File: src/rtl/pgs_tsmac_apb_master.sv
// Single-outstanding APB3 initiator for the TSMAC host register port.
// A valid/ready command becomes one SETUP/ACCESS transfer; completion is
// reported on a one-cycle response strobe carrying read data and a timeout flag.
// Handshake: a command transfers on a clock edge where cmd_valid and cmd_ready
// are both high; the requester holds the command stable until then.
// rsp_valid has no ready and must be consumed in the cycle it is high.
module pgs_tsmac_apb_master #(
    parameter int ADDR_W  = 8,
    parameter int DATA_W  = 32,
    parameter int TIMEOUT = 255
) (
    input  logic              clk,
    input  logic              rst,
    input  logic              cmd_valid,
    output logic              cmd_ready,
    input  logic              cmd_write,
    input  logic [ADDR_W-1:0] cmd_addr,
    input  logic [DATA_W-1:0] cmd_wdata,
    output logic              rsp_valid,
    output logic [DATA_W-1:0] rsp_rdata,
    output logic              rsp_err,
    output logic [ADDR_W-1:0] paddr,
    output logic              pwrite,
    output logic              psel,
    output logic              penable,
    output logic [DATA_W-1:0] pwdata,
    input  logic [DATA_W-1:0] prdata,
    input  logic              pready
);

    // Counter sized to hold TIMEOUT; one bit when the timeout is disabled.
    localparam int CNT_W = (TIMEOUT > 0) ? $clog2(TIMEOUT + 1) : 1;
    localparam int TO_LAST_I = (TIMEOUT > 0) ? TIMEOUT - 1 : 0;
    localparam logic [CNT_W-1:0] TO_LAST = TO_LAST_I[CNT_W-1:0];

    typedef enum logic [1:0] {
        IDLE   = 2'd0,
        SETUP  = 2'd1,
        ACCESS = 2'd2
    } state_t;

    state_t            state, state_next;
    logic [CNT_W-1:0]  cnt, cnt_next;
    logic [ADDR_W-1:0] paddr_next;
    logic [DATA_W-1:0] pwdata_next;
    logic              pwrite_next;
    logic              rsp_valid_next;
    logic [DATA_W-1:0] rsp_rdata_next;
    logic              rsp_err_next;
    logic              cmd_ready_next;
    logic              psel_next;
    logic              penable_next;

    // State, counter and every output are registered; reset is asynchronous.
    always_ff @(posedge clk or posedge rst) begin
        if (rst) begin
            state     <= IDLE;
            cnt       <= '0;
            cmd_ready <= 1'b1;
            rsp_valid <= 1'b0;
            rsp_rdata <= '0;
            rsp_err   <= 1'b0;
            psel      <= 1'b0;
            penable   <= 1'b0;
            pwrite    <= 1'b0;
            paddr     <= '0;
            pwdata    <= '0;
        end else begin
            state     <= state_next;
            cnt       <= cnt_next;
            cmd_ready <= cmd_ready_next;
            rsp_valid <= rsp_valid_next;
            rsp_rdata <= rsp_rdata_next;
            rsp_err   <= rsp_err_next;
            psel      <= psel_next;
            penable   <= penable_next;
            pwrite    <= pwrite_next;
            paddr     <= paddr_next;
            pwdata    <= pwdata_next;
        end
    end

    // Next-state and next-output decode; outputs follow the state being entered.
    always_comb begin
        state_next     = state;
        cnt_next       = cnt;
        paddr_next     = paddr;
        pwdata_next    = pwdata;
        pwrite_next    = pwrite;
        rsp_valid_next = 1'b0;
        rsp_rdata_next = rsp_rdata;
        rsp_err_next   = rsp_err;

        case (state)
            IDLE: begin
                // cmd_ready is high throughout IDLE, so cmd_valid alone accepts.
                if (cmd_valid) begin
                    paddr_next  = cmd_addr;
                    pwdata_next = cmd_wdata;
                    pwrite_next = cmd_write;
                    state_next  = SETUP;
                end
            end
            SETUP: begin
                cnt_next   = '0;
                state_next = ACCESS;
            end
            ACCESS: begin
                // pready has priority over a timeout landing in the same cycle.
                if (pready) begin
                    rsp_rdata_next = pwrite ? '0 : prdata;
                    rsp_err_next   = 1'b0;
                    rsp_valid_next = 1'b1;
                    state_next     = IDLE;
                end else if ((TIMEOUT != 0) && (cnt == TO_LAST)) begin
                    rsp_rdata_next = '0;
                    rsp_err_next   = 1'b1;
                    rsp_valid_next = 1'b1;
                    state_next     = IDLE;
                end else begin
                    cnt_next = cnt + {{(CNT_W-1){1'b0}}, 1'b1};
                end
            end
            default: begin
                state_next = IDLE;
            end
        endcase

        cmd_ready_next = (state_next == IDLE);
        psel_next      = (state_next != IDLE);
        penable_next   = (state_next == ACCESS);
    end

endmodule

File: config.mk
export PLATFORM = sky130hd
export DESIGN_NAME = pgs_tsmac_apb_master
export DESIGN_NICKNAME = d
export VERILOG_FILES = /design/src/rtl/pgs_tsmac_apb_master.sv
export SDC_FILE = /design/constraint.sdc
export NUM_CORES = 1
export LEC_CHECK = 0
export ABC_AREA = 1
export BUFFER_PORTS_ARGS = -buffer_cell sky130_fd_sc_hd__buf_2
export CORE_MARGIN = 1.5
export CORE_UTILIZATION = 45
export CTS_BUF_LIST = sky130_fd_sc_hd__clkbuf_8
export DETAILED_ROUTE_END_ITERATION = 10
export PLACE_DENSITY = 0.76
export SLEW_MARGIN = 5
export SYNTH_ARGS = -nofsm -noshare
export SYNTH_HDL_FRONTEND = slang
export SYNTH_SLANG_ARGS = --single-unit
File: constraint.sdc
create_clock -name clk -period 2.9 [get_ports clk]
set_clock_uncertainty 0.05 [all_clocks]
set_input_delay 0.29 -clock clk [delete_from_list [all_inputs] [get_ports clk]]
set_output_delay 0.29 -clock clk [all_outputs]
set_load 0.03 [all_outputs]
==> out/metrics.yaml, run 1 <==
run_status:
  status: "finished clean"
hold_path:
  worstHoldPathCells: 3
  hold_class: "primary input to register"
floorplanning:
  rows: 32
  start_util: 0.466
  fp.dieW_um: 92.4
  die_h_um: 92.4
  die_area_mm2: 0.00854
  core_mm2: 0.00773
  io_pins: 155
placement:
  placedCellCount: 641
  dp_hpwl_um: 5620
  gp_congestion: 0.817
  port_buffers: 154
power:
  cellPowerDensity_mw_per_mm2: 1180
  ir_drop_v: 0.000644
  p_leak_nw: 2.60
drt:
  viasPerCell: 4.69
  highest_layer: "met4"
  wl_per_cell_um: 12.2
  wl_met3_um: 716
  drc: 0
  wl_met2_um: 3590
  wl_met1_um: 3600
  ant_nets: 0
  detail_route.first_pass.iterations: 4
  finalWirelength_um: 8010
  vias: 3086
  drtIter0Drc: 125
clock_tree:
  numCtsBuffers: 9
  htree_levels: 3
  cts-root-buf: "clkbuf_8"
  clock_sinks: 88
  insertion_delay_ns: 0.34
  cts_tree: "done"
  clockBufferDepth: 2
  postCtsSetupBuffers: 0
  clk_pin_slew_ns: 0.09
yosys:
  yosysTopAreaCellShare: 0.605
  syn_area_per_cell_um2: 9.02
  ys.flop_type: "dfrtp_1"
  synth_edf_count: 0
  async_flop_share: 1.00
  yosysMostFrequentCell: "nand2_1"
  yosysUniqueCellTypes: 20
  syn_inst: 399
  ys_seq_elements: 88
  syn_nets: 478
  synth_area_leaders: "dfrtp_1 61%, nand2_1 20%, o21ai_2 3.4%"
  synthTopCellsByCount: "196 x nand2_1, 87 x dfrtp_1, 16 x o21ai_1, 14 x nand2_2, 14 x o21ai_2"
  yosys_warnings: 0
  syn_area_mm2: 0.00360
  ys_seq_area_frac: 0.613
  synth_top_area_cell: "dfrtp_1"
final_layout:
  area_growth_pct: 29.6
  finalNetCount: 630
  layout.cells.non_filler: 658
  fillers: 673
  multi_input_area_mm2: 0.00123
  seqCellArea_mm2: 0.00220
  drive_gt1_frac: 0.369
  diodes: 0
  utilization: 0.603
sta:
  finalSetupTns_ns: 0
  period_minus_slack_ns: 1.87
  setup_viol: 0
  rsz0062_at_grt: "no"
  slew_violations: 0
  slew_headroom: 0.551
  fin_crit_sh: 0.645
  tightest_slew_ns: 0.673
  hold_viol_final: 0
  max_freq_ghz: 0.535
global_routing:
  track_usage: 0.197
  grt_pass1_vias: 2962
  grt_max_degree: 50
  grt_pass1_wl_um: 13400
  antenna_found_initial: 0
  grt-ovfl-total: 0
critical_path:
  startpoint_type: "register"
  crit_required_ns: 3.06
  crit_fanout: 49
  path_class: "register to register"
  r2r_cells: 10
  endpoint_kind: "register"
  worst_ep_arrival_time_ns: 2.03
flow_run:
  maxCapViolCount: 0
critical path, stage by stage, from the launching register on:
cell     delay, ns
dfrtp_1       0.42
inv_1         0.10
ha_1          0.15
nand2_1       0.05
nor2_1        0.11
nand2_2       0.08
nand2_2       0.07
nand2_2       0.22
buf_12        0.29
nand2_1       0.09
o21ai_0       0.09
flip-flops by register name (all words and copies together) (netlist names):
name / cells
pwdata: 32
rsp_rdata: 32
cnt: 8
paddr: 8
state: 2
cmd_ready: 1
penable: 1
psel: 1
pwrite: 1
rsp_err: 1
rsp_valid: 1
timing repair:
item	4_1_cts	5_1_grt
gates resized for setup	0	0
hold buffers	1	0
endpoints found under the setup margin	0	0
endpoints found under the hold margin	38	0
per-layer routing:
| layer | track usage | vias to the layer above |
|---|---|---|
| met3 | 0.0509 | 9 |
| met5 | 0 | - |
| met2 | 0.314 | 125 |
| met1 | 0.255 | 1415 |
| met4 | 0.0846 | 0 |
| li1 | - | 1537 |
layout by cell type (no fill, tap or decap):
cell type	count
clkinv_2	1
o21ai_1	16
o21ai_0	10
nand2_2	14
buf_12	2
clkinvlp_4	2
buf_4	3
dfrtp_1	87
dfstp_2	1
ha_1	2
nor2_1	9
o21ai_2	14
clkinv_1	1
xnor2_1	1
dlygate4sd3_1	1
clkinv_4	1
buf_2	154
nand2_1	196
nor2_2	1
clkbuf_8	10
xor2_1	1
inv_1	14
nor2_4	1
nand3_1	13
bufinv_16	1
where the power goes:
part / switching, mW / internal [mW] / total (mW)
logic: 1.88 / 0.726 / 2.60
registers: 0.297 / 1.77 / 2.06
clock network: 0.415 / 0.417 / 0.833
logic make-up (layout without fill, tap and decap cells):
group / count (synthesis) / after routing / share of synthesized area
compound gates: 40 / 40 / 0.0703
simple gates: 234 / 234 / 0.261
buf+inv: 33 / 190 / 0.0449
fa+ha+maj: 2 / 2 / 0.00696
xor+xnor: 2 / 2 / 0.00487
flops: 88 / 88 / 0.613
worst paths after layout:
kind                                    start  slack (ns)            end
max in group asynchronous                 rst        1.59         cnt[5]
worst max-delay path                   cnt[0]        1.03  rsp_rdata[26]
min in group asynchronous                 rst        0.52     pwdata[23]
worst min register to register      pwdata[6]        0.43      pwdata[6]
worst max register to register         cnt[0]        1.03  rsp_rdata[26]
worst min-delay path            cmd_wdata[27]        0.08     pwdata[27]
through the flow:
step           area (um2)  power, mW  hold WS (ns)  setup WS [ns]
6_report             4660       5.50        0.0824           1.03
5_1_grt              4660       5.84        0.0658          0.811
4_1_cts              4660       5.56        0.0654           1.02
3_5_place_dp         4450       4.70         0.367           1.04
3_3_place_gp         4450       4.63         0.366           1.16
2_1_floorplan        3600       3.92         0.322          0.283
cell type report:
cell class                 instances  area share
tap                              102      0.0274
sequential                        88       0.473
multi-input combinational        278       0.265
inverter                          14      0.0115
timing repair buffer             160       0.181
clock inverter                     6      0.0132
clock buffer                      10      0.0295
Note: power is estimated with default switching activity, not from simulation.
==> inputs of run 2 (changes only) <==
--- a/config.mk
+++ b/config.mk
@@ -8,10 +8,10 @@
 export ABC_AREA = 1
 export BUFFER_PORTS_ARGS = -buffer_cell sky130_fd_sc_hd__buf_2
 export CORE_MARGIN = 1.5
-export CORE_UTILIZATION = 45
+export CORE_UTILIZATION = 44
 export CTS_BUF_LIST = sky130_fd_sc_hd__clkbuf_8
 export DETAILED_ROUTE_END_ITERATION = 10
-export PLACE_DENSITY = 0.76
+export PLACE_DENSITY = 0.78
 export SLEW_MARGIN = 5
 export SYNTH_ARGS = -nofsm -noshare
 export SYNTH_HDL_FRONTEND = slang
==> constraint.sdc (replaced) <==
create_clock -name clk -period 1.55 [get_ports clk]
set_clock_uncertainty 0.05 [all_clocks]
set_input_delay 0.155 -clock clk [delete_from_list [all_inputs] [get_ports clk]]
set_output_delay 0.155 -clock clk [all_outputs]
set_load 0.03 [all_outputs]
==> run 2 against run 1 <==
Compared with the run above: the run now ends with negative setup slack left; sequential power increased by 91%; via count increased by 15%; first-iteration DRC count increased by 7.2%; clock power increased by 93%; routed wire length increased by 32%; sequential cell count unchanged; utilization increased by 11 points; highest routed layer unchanged; die area increased by 2.2%; sequential share of layout area decreased by 7.8 points; final area increased by 20%.
==> out/metrics.yaml, run 2 (same netlist as run 1, synthesis figures left out) <==
floorplanning:
  start_util: 0.461  # -0.00477
  rows: 32  # unchanged
  io_pins: 155  # unchanged
  die_area_mm2: 0.00873  # +2.2%
  fp.dieW_um: 93.4  # +1.1%
  die_h_um: 93.4  # +1.1%
  core_mm2: 0.00781  # +1.0%
critical_path:
  critPathSlowestCell: "dfrtp_1"
  r2r_cells: 10  # unchanged
  crit_family: "simple AND/OR/NAND/NOR gates"
  r2r_slack_ns: -0.04  # -1.07 ns
  startpoint: "cnt[0]"
  r2r_start: "cnt[0]"
  crit_fanout: 10  # -80%
  critPathCapture: "rsp_rdata[1]"
  path_class: "register to register"
  worst-path-stages: 10  # unchanged
  worst_ep_arrival_time_ns: 1.79  # -0.24 ns
  r2r_end: "rsp_rdata[1]"
  crit_required_ns: 1.74  # -1.32 ns
  critPathMaxStageDelay_ns: 0.40  # -0.02 ns
  cp_num_buf_inv: 2  # unchanged
  crit_path_cell_trace: "inv_2 > ha_1 > nand2_1 > nor2_1 > nand2_2 > nand2_4 > nand2_8 > clkbuf_16 > nand2_1 > o21ai_1"
  endpoint_kind: "register"
  path_common_cell: "nand2_1"
  startpoint_type: "register"
clock_tree:
  insertion_delay_ns: 0.35  # about the same
  clockBufferDepth: 2  # unchanged
  cts-root-buf: "clkbuf_8"
  clock_sinks: 88  # unchanged
  htree_levels: 3  # unchanged
  cts_tree: "done"
  clk_pin_slew_ns: 0.09  # about the same
  numCtsBuffers: 9  # unchanged
sta:
  hold_viol_final: 0  # unchanged
  rsz0062_at_grt: "yes"
  max_freq_ghz: 0.627  # +17%
  worst_slack_ns: -0.0448  # -1.07 ns
  fin_crit_sh: 1.03  # +0.384
  tightest_slew_ns: 0.433  # -0.240 ns
  slew_violations: 0  # unchanged
  setup_viol: 4  # +4
  slew_headroom: 0.712  # +0.161
  period_minus_slack_ns: 1.59  # -0.276 ns
run_status:
  status: "complete, but fails checks"
  violations: "negative setup slack"
placement:
  placed_area_mm2: 0.00454  # +1.9%
  port_buffers: 154  # unchanged
  gp_congestion: 0.819  # +0.24%
  dp_hpwl_um: 6060  # +7.7%
global_routing:
  met3_usage: 0.0585  # +0.00763
  grtUsageMet1: 0.279  # +0.0243
  grt_use_met2: 0.376  # +0.0625
  busiest_layer: "met2"
  grt_pass1_vias: 3437  # +16%
  grt-ovfl-total: 0  # unchanged
  grt_pass1_wl_um: 15500  # +16%
  grt_max_degree: 55  # +10%
  antenna_found_initial: 0  # unchanged
  track_usage: 0.228  # +0.0308
final_layout:
  layout_common_cells: "189 x nand2_1, 154 x buf_2, 87 x dfrtp_1"
  finalNetCount: 707  # +12%
  finalInstanceArea_mm2: 0.00559  # +20%
  area_growth_pct: 55.4
  final_common_cell: "nand2_1"
  fillers: 576  # -14%
  utilization: 0.716  # +0.113
  reg_top3: "pwdata x32, rsp_rdata x32"
  diodes: 0  # unchanged
  drive_gt1_frac: 0.368  # -0.000617
power:
  total_power_mw: 11.2  # +100%
  cellPowerDensity_mw_per_mm2: 2000  # +69%
  ir_drop_v: 0.00144  # +120%
  p_leak_nw: 3.00  # +15%
drt:
  vias: 3545  # +15%
  drtIter0Drc: 134  # +7.2%
  wl_per_cell_um: 14.4  # +18%
  ant_nets: 0  # unchanged
  drc: 0  # unchanged
  finalWirelength_um: 10600  # +32%
  detail_route.first_pass.iterations: 4  # unchanged
  viasPerCell: 4.82  # +2.8%
flow_run:
  maxCapViolCount: 0  # unchanged
hold_path:
  hold_class: "primary input to register"
==> run 2: cell count changes in the layout (fill, tap and decap cells not counted), moves of 4 or more <==
cell and change:
dlygate4sd3_1 +61, nand2_1 -7, buf_4 +4, buf_6 +4
clkbuf_16 +4, nand2_4 +5
==> run 2: worst min path at each step <==
stage,endpoint,slack (ns),start,cells after the start
detailed placement,rsp_rdata[5],0.23,rst,3
finish,rsp_rdata[5],0.01,prdata[5],3
global route,rsp_rdata[20],0.002,prdata[20],3
global placement,pwdata[30],0.23,rst,3
CTS,rsp_rdata[21],0.0009,prdata[21],3
floorplan,rsp_err,0.19,pready,1
==> run 2: layout make-up <==
class,instances,area [um2],area share
tap,102,128,0.0228
timing repair buffer,236,1690,0.302
multi-input combinational,279,1310,0.234
inverter,14,56.3,0.0101
clock inverter,6,68.8,0.0123
clock buffer,10,138,0.0246
sequential,88,2200,0.394
==> run 2: repair_timing <==
action | 4_1_cts | 5_1_grt
hold buffers | 62 | 0
gates resized for setup | 1 | 20
cloned | 0 | 8
buffers inserted | 0 | 2
pin swaps | 0 | 3
hold endpoints to repair | 148 | 0
endpoints found under the setup margin | 1 | 39
==> run 2: through the flow <==
stage	cells	worst slack, ns	setup TNS (ns)	hold WS, ns
after floorplan	399	0.0527	0	0.187
after global placement	647	0.0776	0	0.234
after detailed placement	647	0.00258	0	0.233
after CTS	725	0.00634	0	0.000894
after global routing	735	-0.0940	-1.59	0.00188
final	735	-0.0448	-0.0705	0.0118
==> run 2: report_power, final <==
group	total (mW)	switching, mW	leakage [nW]	internal, mW
registers	3.94	0.635	1.13	3.30
logic	5.60	3.81	1.77	1.79
clock network	1.61	0.818	0.102	0.795
==> run 2: per-layer routing <==
layer,part of all wire,vias up
li1,-,1697
met1,0.42,1665
met2,0.49,161
met3,0.069,22
met4,0.022,0
met5,0,-
==> run 2: worst min-delay path: stages <==
cell and delay, ns:
buf_2 0.10, nand2_1 0.05, o21ai_1 0.07
